File: src/rtl/alu_writeback_if.sv
// Bundle between the ALU and its writeback stage. It carries the result
// handshake plus the two asynchronous register-file read ports used by
// the operand-fetch logic.
interface alu_writeback_if #(
  parameter int ADDR_W = 3,
  parameter int DATA_W = 8
);
  logic                in_valid;
  logic                in_ready;
  logic [2:0]          Opcode;
  logic [2*DATA_W-1:0] Result;
  logic                flagC;
  logic                flagZ;
  logic [ADDR_W-1:0]   DestAddr;
  logic [ADDR_W-1:0]   RdAddrA;
  logic [ADDR_W-1:0]   RdAddrB;
  logic [DATA_W-1:0]   RdDataA;
  logic [DATA_W-1:0]   RdDataB;
  logic [1:0]          FlagReg;
  logic                wb_done;

  // Upstream side: ALU result producer and operand-fetch read addresses.
  modport master (
    output in_valid, Opcode, Result, flagC, flagZ, DestAddr, RdAddrA, RdAddrB,
    input  in_ready, RdDataA, RdDataB, FlagReg, wb_done
  );

  // Writeback stage side.
  modport slave (
    input  in_valid, Opcode, Result, flagC, flagZ, DestAddr, RdAddrA, RdAddrB,
    output in_ready, RdDataA, RdDataB, FlagReg, wb_done
  );
endinterface

File: src/rtl/alu_writeback.sv
// ALU writeback stage: captures a completed ALU operation, writes the low
// byte (and for MUL the high byte on the following cycle) into a small
// register file, and keeps the {C, Z} flag register. Reads are
// combinational with no bypass, so a write becomes visible one cycle later.
module alu_writeback #(
  parameter int REG_COUNT = 8,
  parameter int ADDR_W    = 3,
  parameter int DATA_W    = 8
) (
  input  logic            clk,
  input  logic            rst,
  alu_writeback_if.slave  bus
);

  localparam logic [1:0] IDLE  = 2'd0;
  localparam logic [1:0] WR_LO = 2'd1;
  localparam logic [1:0] WR_HI = 2'd2;

  localparam logic [2:0] OP_ADD = 3'b000;
  localparam logic [2:0] OP_SUB = 3'b001;
  localparam logic [2:0] OP_MUL = 3'b010;

  logic [1:0]          state_reg;
  logic [1:0]          state_next;
  logic [2:0]          op_reg;
  logic [2*DATA_W-1:0] result_reg;
  logic                c_reg;
  logic                z_reg;
  logic [ADDR_W-1:0]   dest_reg;
  logic [ADDR_W-1:0]   hi_addr;
  logic [1:0]          flag_reg;
  logic                op_is_mul;
  logic                accept;
  logic                ready;
  logic                wr_lo;
  logic                wr_hi;
  logic [DATA_W-1:0]   reg_view [REG_COUNT];

  assign op_is_mul = (op_reg == OP_MUL);
  // REG_COUNT is a power of two, so natural overflow gives the 7+1 -> 0 wrap.
  assign hi_addr   = dest_reg + ADDR_W'(1);
  // Writes are gated by rst so a reset edge never modifies a register.
  assign wr_lo     = !rst && (state_reg == WR_LO);
  assign wr_hi     = !rst && (state_reg == WR_HI);

  // Handshake, completion pulse and next-state selection.
  always_comb begin
    ready      = 1'b0;
    state_next = state_reg;
    if (!rst) begin
      ready = (state_reg == IDLE) || ((state_reg == WR_LO) && !op_is_mul);
    end
    accept = bus.in_valid && ready;
    case (state_reg)
      IDLE:    state_next = accept ? WR_LO : IDLE;
      WR_LO:   begin
        if (op_is_mul)   state_next = WR_HI;
        else if (accept) state_next = WR_LO;
        else             state_next = IDLE;
      end
      WR_HI:   state_next = IDLE;
      default: state_next = IDLE;
    endcase
  end

  assign bus.in_ready = ready;
  assign bus.wb_done  = !rst && (((state_reg == WR_LO) && !op_is_mul) ||
                                 (state_reg == WR_HI));
  assign bus.FlagReg  = flag_reg;

  // State register and capture latches for the accepted operation.
  always_ff @(posedge clk) begin
    if (rst) begin
      state_reg  <= IDLE;
      op_reg     <= '0;
      result_reg <= '0;
      c_reg      <= 1'b0;
      z_reg      <= 1'b0;
      dest_reg   <= '0;
    end else begin
      state_reg <= state_next;
      if (accept) begin
        op_reg     <= bus.Opcode;
        result_reg <= bus.Result;
        c_reg      <= bus.flagC;
        z_reg      <= bus.flagZ;
        dest_reg   <= bus.DestAddr;
      end
    end
  end

  // Flag register: Z follows every op, C only ADD/SUB; updated on the low write.
  always_ff @(posedge clk) begin
    if (rst) begin
      flag_reg <= 2'b00;
    end else if (wr_lo) begin
      flag_reg[0] <= z_reg;
      if ((op_reg == OP_ADD) || (op_reg == OP_SUB)) begin
        flag_reg[1] <= c_reg;
      end
    end
  end

  // One independent register per entry; low byte to Dest, high byte to Dest+1.
  generate
    for (genvar gi = 0; gi < REG_COUNT; gi++) begin : gen_reg
      logic [DATA_W-1:0] data_reg;

      // Register gi: cleared by reset, loaded by whichever write targets it.
      always_ff @(posedge clk) begin
        if (rst) begin
          data_reg <= '0;
        end else if (wr_lo && (dest_reg == ADDR_W'(gi))) begin
          data_reg <= result_reg[DATA_W-1:0];
        end else if (wr_hi && (hi_addr == ADDR_W'(gi))) begin
          data_reg <= result_reg[2*DATA_W-1:DATA_W];
        end
      end

      assign reg_view[gi] = data_reg;
    end
  endgenerate

  assign bus.RdDataA = reg_view[bus.RdAddrA];
  assign bus.RdDataB = reg_view[bus.RdAddrB];

endmodule

File: src/flat_wrapper.sv
// flat-port wrapper written by rule: the top's interface ports become plain ports
module alu_writeback_flat 
#(
  parameter int REG_COUNT = 8,
  parameter int ADDR_W    = 3,
  parameter int DATA_W    = 8
)
  (clk, rst, bus_in_valid, bus_Opcode, bus_Result, bus_flagC, bus_flagZ, bus_DestAddr, bus_RdAddrA, bus_RdAddrB, bus_in_ready, bus_RdDataA, bus_RdDataB, bus_FlagReg, bus_wb_done);
  alu_writeback_if #(.ADDR_W(ADDR_W), .DATA_W(DATA_W)) bus_i ();
  input  logic clk;
  input  logic rst;
  input wire logic [$bits(bus_i.in_valid)-1:0] bus_in_valid;
  input wire logic [$bits(bus_i.Opcode)-1:0] bus_Opcode;
  input wire logic [$bits(bus_i.Result)-1:0] bus_Result;
  input wire logic [$bits(bus_i.flagC)-1:0] bus_flagC;
  input wire logic [$bits(bus_i.flagZ)-1:0] bus_flagZ;
  input wire logic [$bits(bus_i.DestAddr)-1:0] bus_DestAddr;
  input wire logic [$bits(bus_i.RdAddrA)-1:0] bus_RdAddrA;
  input wire logic [$bits(bus_i.RdAddrB)-1:0] bus_RdAddrB;
  output wire logic [$bits(bus_i.in_ready)-1:0] bus_in_ready;
  output wire logic [$bits(bus_i.RdDataA)-1:0] bus_RdDataA;
  output wire logic [$bits(bus_i.RdDataB)-1:0] bus_RdDataB;
  output wire logic [$bits(bus_i.FlagReg)-1:0] bus_FlagReg;
  output wire logic [$bits(bus_i.wb_done)-1:0] bus_wb_done;
  assign bus_i.in_valid = bus_in_valid;
  assign bus_i.Opcode = bus_Opcode;
  assign bus_i.Result = bus_Result;
  assign bus_i.flagC = bus_flagC;
  assign bus_i.flagZ = bus_flagZ;
  assign bus_i.DestAddr = bus_DestAddr;
  assign bus_i.RdAddrA = bus_RdAddrA;
  assign bus_i.RdAddrB = bus_RdAddrB;
  assign bus_in_ready = bus_i.in_ready;
  assign bus_RdDataA = bus_i.RdDataA;
  assign bus_RdDataB = bus_i.RdDataB;
  assign bus_FlagReg = bus_i.FlagReg;
  assign bus_wb_done = bus_i.wb_done;
  alu_writeback #(.REG_COUNT(REG_COUNT), .ADDR_W(ADDR_W), .DATA_W(DATA_W)) u_core (.clk(clk), .rst(rst), .bus(bus_i));
endmodule
File: config.mk
export PLATFORM = sky130hd
export DESIGN_NAME = alu_writeback_flat
export DESIGN_NICKNAME = d
export VERILOG_FILES = /design/src/rtl/alu_writeback_if.sv /design/src/rtl/alu_writeback.sv /design/src/flat_wrapper.sv
export SDC_FILE = /design/constraint.sdc
export NUM_CORES = 1
export LEC_CHECK = 0
export CORE_MARGIN = 5
export CORE_UTILIZATION = 52
export CTS_CLUSTER_DIAMETER = 120
export DETAILED_ROUTE_END_ITERATION = 10
export PLACE_DENSITY_LB_ADDON = 0.2
export SKIP_LAST_GASP = 1
export SLEW_MARGIN = 10
export SYNTH_ARGS = -nofsm -noshare
export SYNTH_HDL_FRONTEND = slang
export SYNTH_SLANG_ARGS = --single-unit
export TNS_END_PERCENT = 20
File: constraint.sdc
create_clock -name clk -period 2.8 [get_ports clk]
set_clock_uncertainty 0.15 [all_clocks]
set_input_delay 0.56 -clock clk [delete_from_list [all_inputs] [get_ports clk]]
set_output_delay 0.56 -clock clk [all_outputs]
set_load 0.05 [all_outputs]
==> qor.log <==
qor: setup_path.worstReg2RegStart u_core.dest_reg[0]
qor: timing.period_share 98.6%
qor: yosys.postSynth.topFlopCell dfxtp_1
qor: timing.setup_viol 0
qor: run.cap_viol_max_count 0
qor: clock_network.clkSinkCount 92
qor: clock_network.post_cts_hold_buffer_count 0
qor: grt.grt_first_pass_wirelength 29.5 mm
qor: yosys.synth-edff-count 0
qor: setup_path.critical_path.slowest_cell mux4_2
qor: cells_and_area.drive_above_1_share 22.1%
qor: setup_path.cp_slowest_stage_delay 490 ps
qor: yosys.synth-seq-cells 92
qor: yosys.synth-warning-count 0
qor: clock_network.numCtsBuffers 9
qor: clock_network.clock_root_buffer_master clkbuf_8
qor: yosys.total_nets_after_synthesis 633
qor: setup_path.critical_path.startpoint_type input pin
qor: grt.grt_start_max_net_pins 33
qor: route.ant_nets 0
qor: cells_and_area.num_antenna_cells 0
qor: floorplan.chipHeight 112 um
qor: timing.rsz0062_at_grt false
qor: timing.final_hold_viol_count 0
qor: yosys.asyncSetResetFlopFracSynth 0%
qor: cells_and_area.post_layout_nonfiller_instances 765
qor: cells_and_area.multiInputGateArea 3260 um^2
qor: timing.tightest_slew 802 ps
qor: route.route.vias.total 5335
qor: cells_and_area.flip_flop_count_of_the_largest_register_after_layout 64
qor: route.drt_pre_antenna_iters 7
qor: timing.timing.max_slew.rel_slack 46.5%
qor: setup_path.timing.setup.critical_path_class input pin to output port
qor: grt.first_global_vias 5309
qor: timing.slew_viol_final 0
qor: place.dp_cells 740
qor: yosys.netlist_area 5420 um^2
qor: route.routed_via_density 6.97
qor: place.dpl.hpwl 12.4 mm
qor: floorplan.initial_core_utilization 53.0%
qor: clock_network.clock_path_buffers 2
qor: setup_path.worst_ep_required_time 2090 ps
qor: clock_network.cts_tree built
qor: setup_path.timing.critical_path.arrival 2050 ps
qor: clock_network.h-tree-depth 3
qor: route.drt-wirelength-per-cell 23.8 um
qor: cells_and_area.net_count_of_the_finished_layout 659
qor: clock_network.clkLatencyLatePin 370 ps
qor: clock_network.clock_pin_slew_of_the_registers_on_the_worst_case_setup_and_hold_paths 100 ps
qor: route.route.final.wire_length 18.2 mm
qor: timing.max_clock_freq 362 MHz
qor: setup_path.timing.critical_path.fanout_max 7
qor: worst_hold_path.hold_path.class flop to flop
qor: floorplan.die-area 12600 um^2
qor: floorplan.design.portCount 53
qor: setup_path.critical_path.endpoint_type output port
qor: route.first_iter_violations 716
qor: yosys.postSynthCellCount 598
qor: yosys.synth-seq-area-share 34.0%
qor: setup_path.worstSetupStartpoint bus_RdAddrA[0]
qor: floorplan.num_rows 37
qor: timing.fin_crit 2760 ps
qor: grt.grt_remaining_overflow 0
qor: yosys.syn_avg_cell_area 9.06 um^2
qor: place.port_buffers 52
qor: timing.final.setup.worst_slack 39.6 ps
qor: power.cellPowerDensity 418 nW/um^2
qor: floorplan.dieWidth 112 um
qor: cells_and_area.fillCellCount 876
qor: setup_path.worstPathCellList clkdlybuf4s15_2, bufbuf_16, mux4_2, mux2_2, buf_4
qor: outcome.status finished clean
qor: cells_and_area.layout-area-overhead-vs-synth 18.3%
qor: yosys.yosys.cell_types.count 41
qor: power.total_leakage_power 2.16 nW
qor: setup_path.critPathBufInv 3
qor: grt.antenna_found_initial 0
qor: place.detailedPlace.worstSlack -151 ps
qor: floorplan.fp.coreArea 10200 um^2
qor: setup_path.cp_top_family multiplexers
qor: cells_and_area.seqCellArea 1840 um^2
qor: place.gp_routability_congestion 0.976
qor: grt.grt_use_total 29.5%
qor: worst_hold_path.startpoint_of_the_tightest_hold_check_path u_core.bus.FlagReg[0]
qor: route.drt_drc_violations_left 0
qor: power.max-vdd-ir-drop 0.241 mV
## worst register-to-register path: cells and delay by family (launching register included)
family	cells	cell delay, ps
AND/OR/NAND/NOR	2	1090
buffers and inverters	1	90
AO/OA/AOI/OAI	2	450
adder cells (fa/ha/maj)	1	370
flip-flops	1	320
## final cells by class
| type | count | area share (%) |
|---|---|---|
| Multi-Input combinational cell | 421 | 50.8 |
| Sequential cell | 92 | 28.7 |
| Timing Repair Buffer | 91 | 14.4 |
| Tap cell | 136 | 2.66 |
| Clock buffer | 9 | 1.93 |
| Clock inverter | 7 | 0.937 |
| Inverter | 9 | 0.527 |
## what timing repair did
| item | in CTS | in global routing |
|---|---|---|
| resized for setup | 9 | 3 |
| setup endpoints to repair | 16 | 5 |
| cloned | 4 | 0 |
| setup buffers | 5 | 0 |
| endpoints found under the hold margin | 0 | 0 |
## kinds of logic (layout without fill, tap and decap cells)
logic type / Yosys count / count (layout) / synth area share (%)
buf+inv: 85 / 116 / 6.67
fa+ha+maj: 2 / 2 / 0.462
flops: 92 / 92 / 34.0
compound gates: 158 / 158 / 20.4
simple gates: 211 / 211 / 21.5
mux: 50 / 50 / 17.0
## where the power goes
group / internal (mW) / total [mW] / switching, mW
Combinational: 0.187 / 0.412 / 0.224
Clock: 0.337 / 0.858 / 0.521
Sequential: 1.35 / 1.41 / 0.0662
## metal layers
metal  vias to the layer above  track usage [%]  part of all wire [%]
met3                        65             6.63                    11
li1                       2371                -                     -
met2                       358             45.5                    45
met4                         0             14.7                   4.3
met5                         -                0                     0
met1                      2541             39.0                    39
## cells in the final DEF (no fill, tap or decap), types with 7 or more instances in the layout
master / n
nand3_1: 48
o21ai_0: 57
mux2_2: 16
clkdlybuf4s50_1: 29
o211ai_1: 20
and3b_1: 8
a211oi_1: 10
nor2b_1: 9
nor3_1: 54
a311oi_1: 42
buf_4: 46
o31ai_1: 7
nor3b_1: 10
dfxtp_1: 92
clkbuf_8: 9
a2111oi_0: 8
inv_1: 8
nand2_1: 50
mux4_2: 32
## cells in the mapped netlist, types with 2 or more instances
library cell,number,area share [%]
dfxtp_1,92,34
o21ai_0,57,5.3
nor3_1,55,5.1
clkbuf_1,53,3.7
nand2_1,50,3.5
nand3_1,48,4.4
a311oi_1,42,6.8
mux4_2,32,13
o211ai_1,20,2.8
mux2_2,16,3.3
nor3b_1,11,1.5
a211oi_1,10,1.4
buf_1,9,0.62
buf_2,9,0.83
nor2b_1,9,1.0
a2111oi_0,8,1.3
and3b_1,8,1.3
inv_1,8,0.55
o31ai_1,7,0.97
a31oi_1,6,0.69
o221ai_1,6,0.97
nand2b_1,5,0.58
nand4bb_1,5,1.0
buf_6,4,0.83
or2_2,4,0.46
nor2_1,3,0.21
nor4bb_1,3,0.55
ha_1,2,0.46
mux2i_1,2,0.37
nor4b_1,2,0.32
or2_1,2,0.23
## path summary, 6_finish.rpt
| kind | to | slack, ps | depth (start not counted) |
|---|---|---|---|
| max | bus_RdDataA[3] | 40 | 5 |
| min | u_core.bus.FlagReg[0] | 360 | 2 |
| min reg2reg | u_core.bus.FlagReg[0] | 360 | 2 |
| max reg2reg | u_core.gen_reg[6].data_reg[3] | 200 | 6 |
## per-stage QoR
step	total power, mW	cell area [um^2]	hold WS [ps]	TNS [ps]	util (%)
6_report	2.68	6410	360	0	62.6
5_1_grt	2.78	6410	399	0	62.6
4_1_cts	2.68	6420	364	-12.0	62.7
3_5_place_dp	1.81	6060	335	-2040	59.2
3_3_place_gp	1.80	6060	332	-1900	59.2
2_1_floorplan	1.66	5420	301	-132	-
Power figures use the tool's default switching activity.
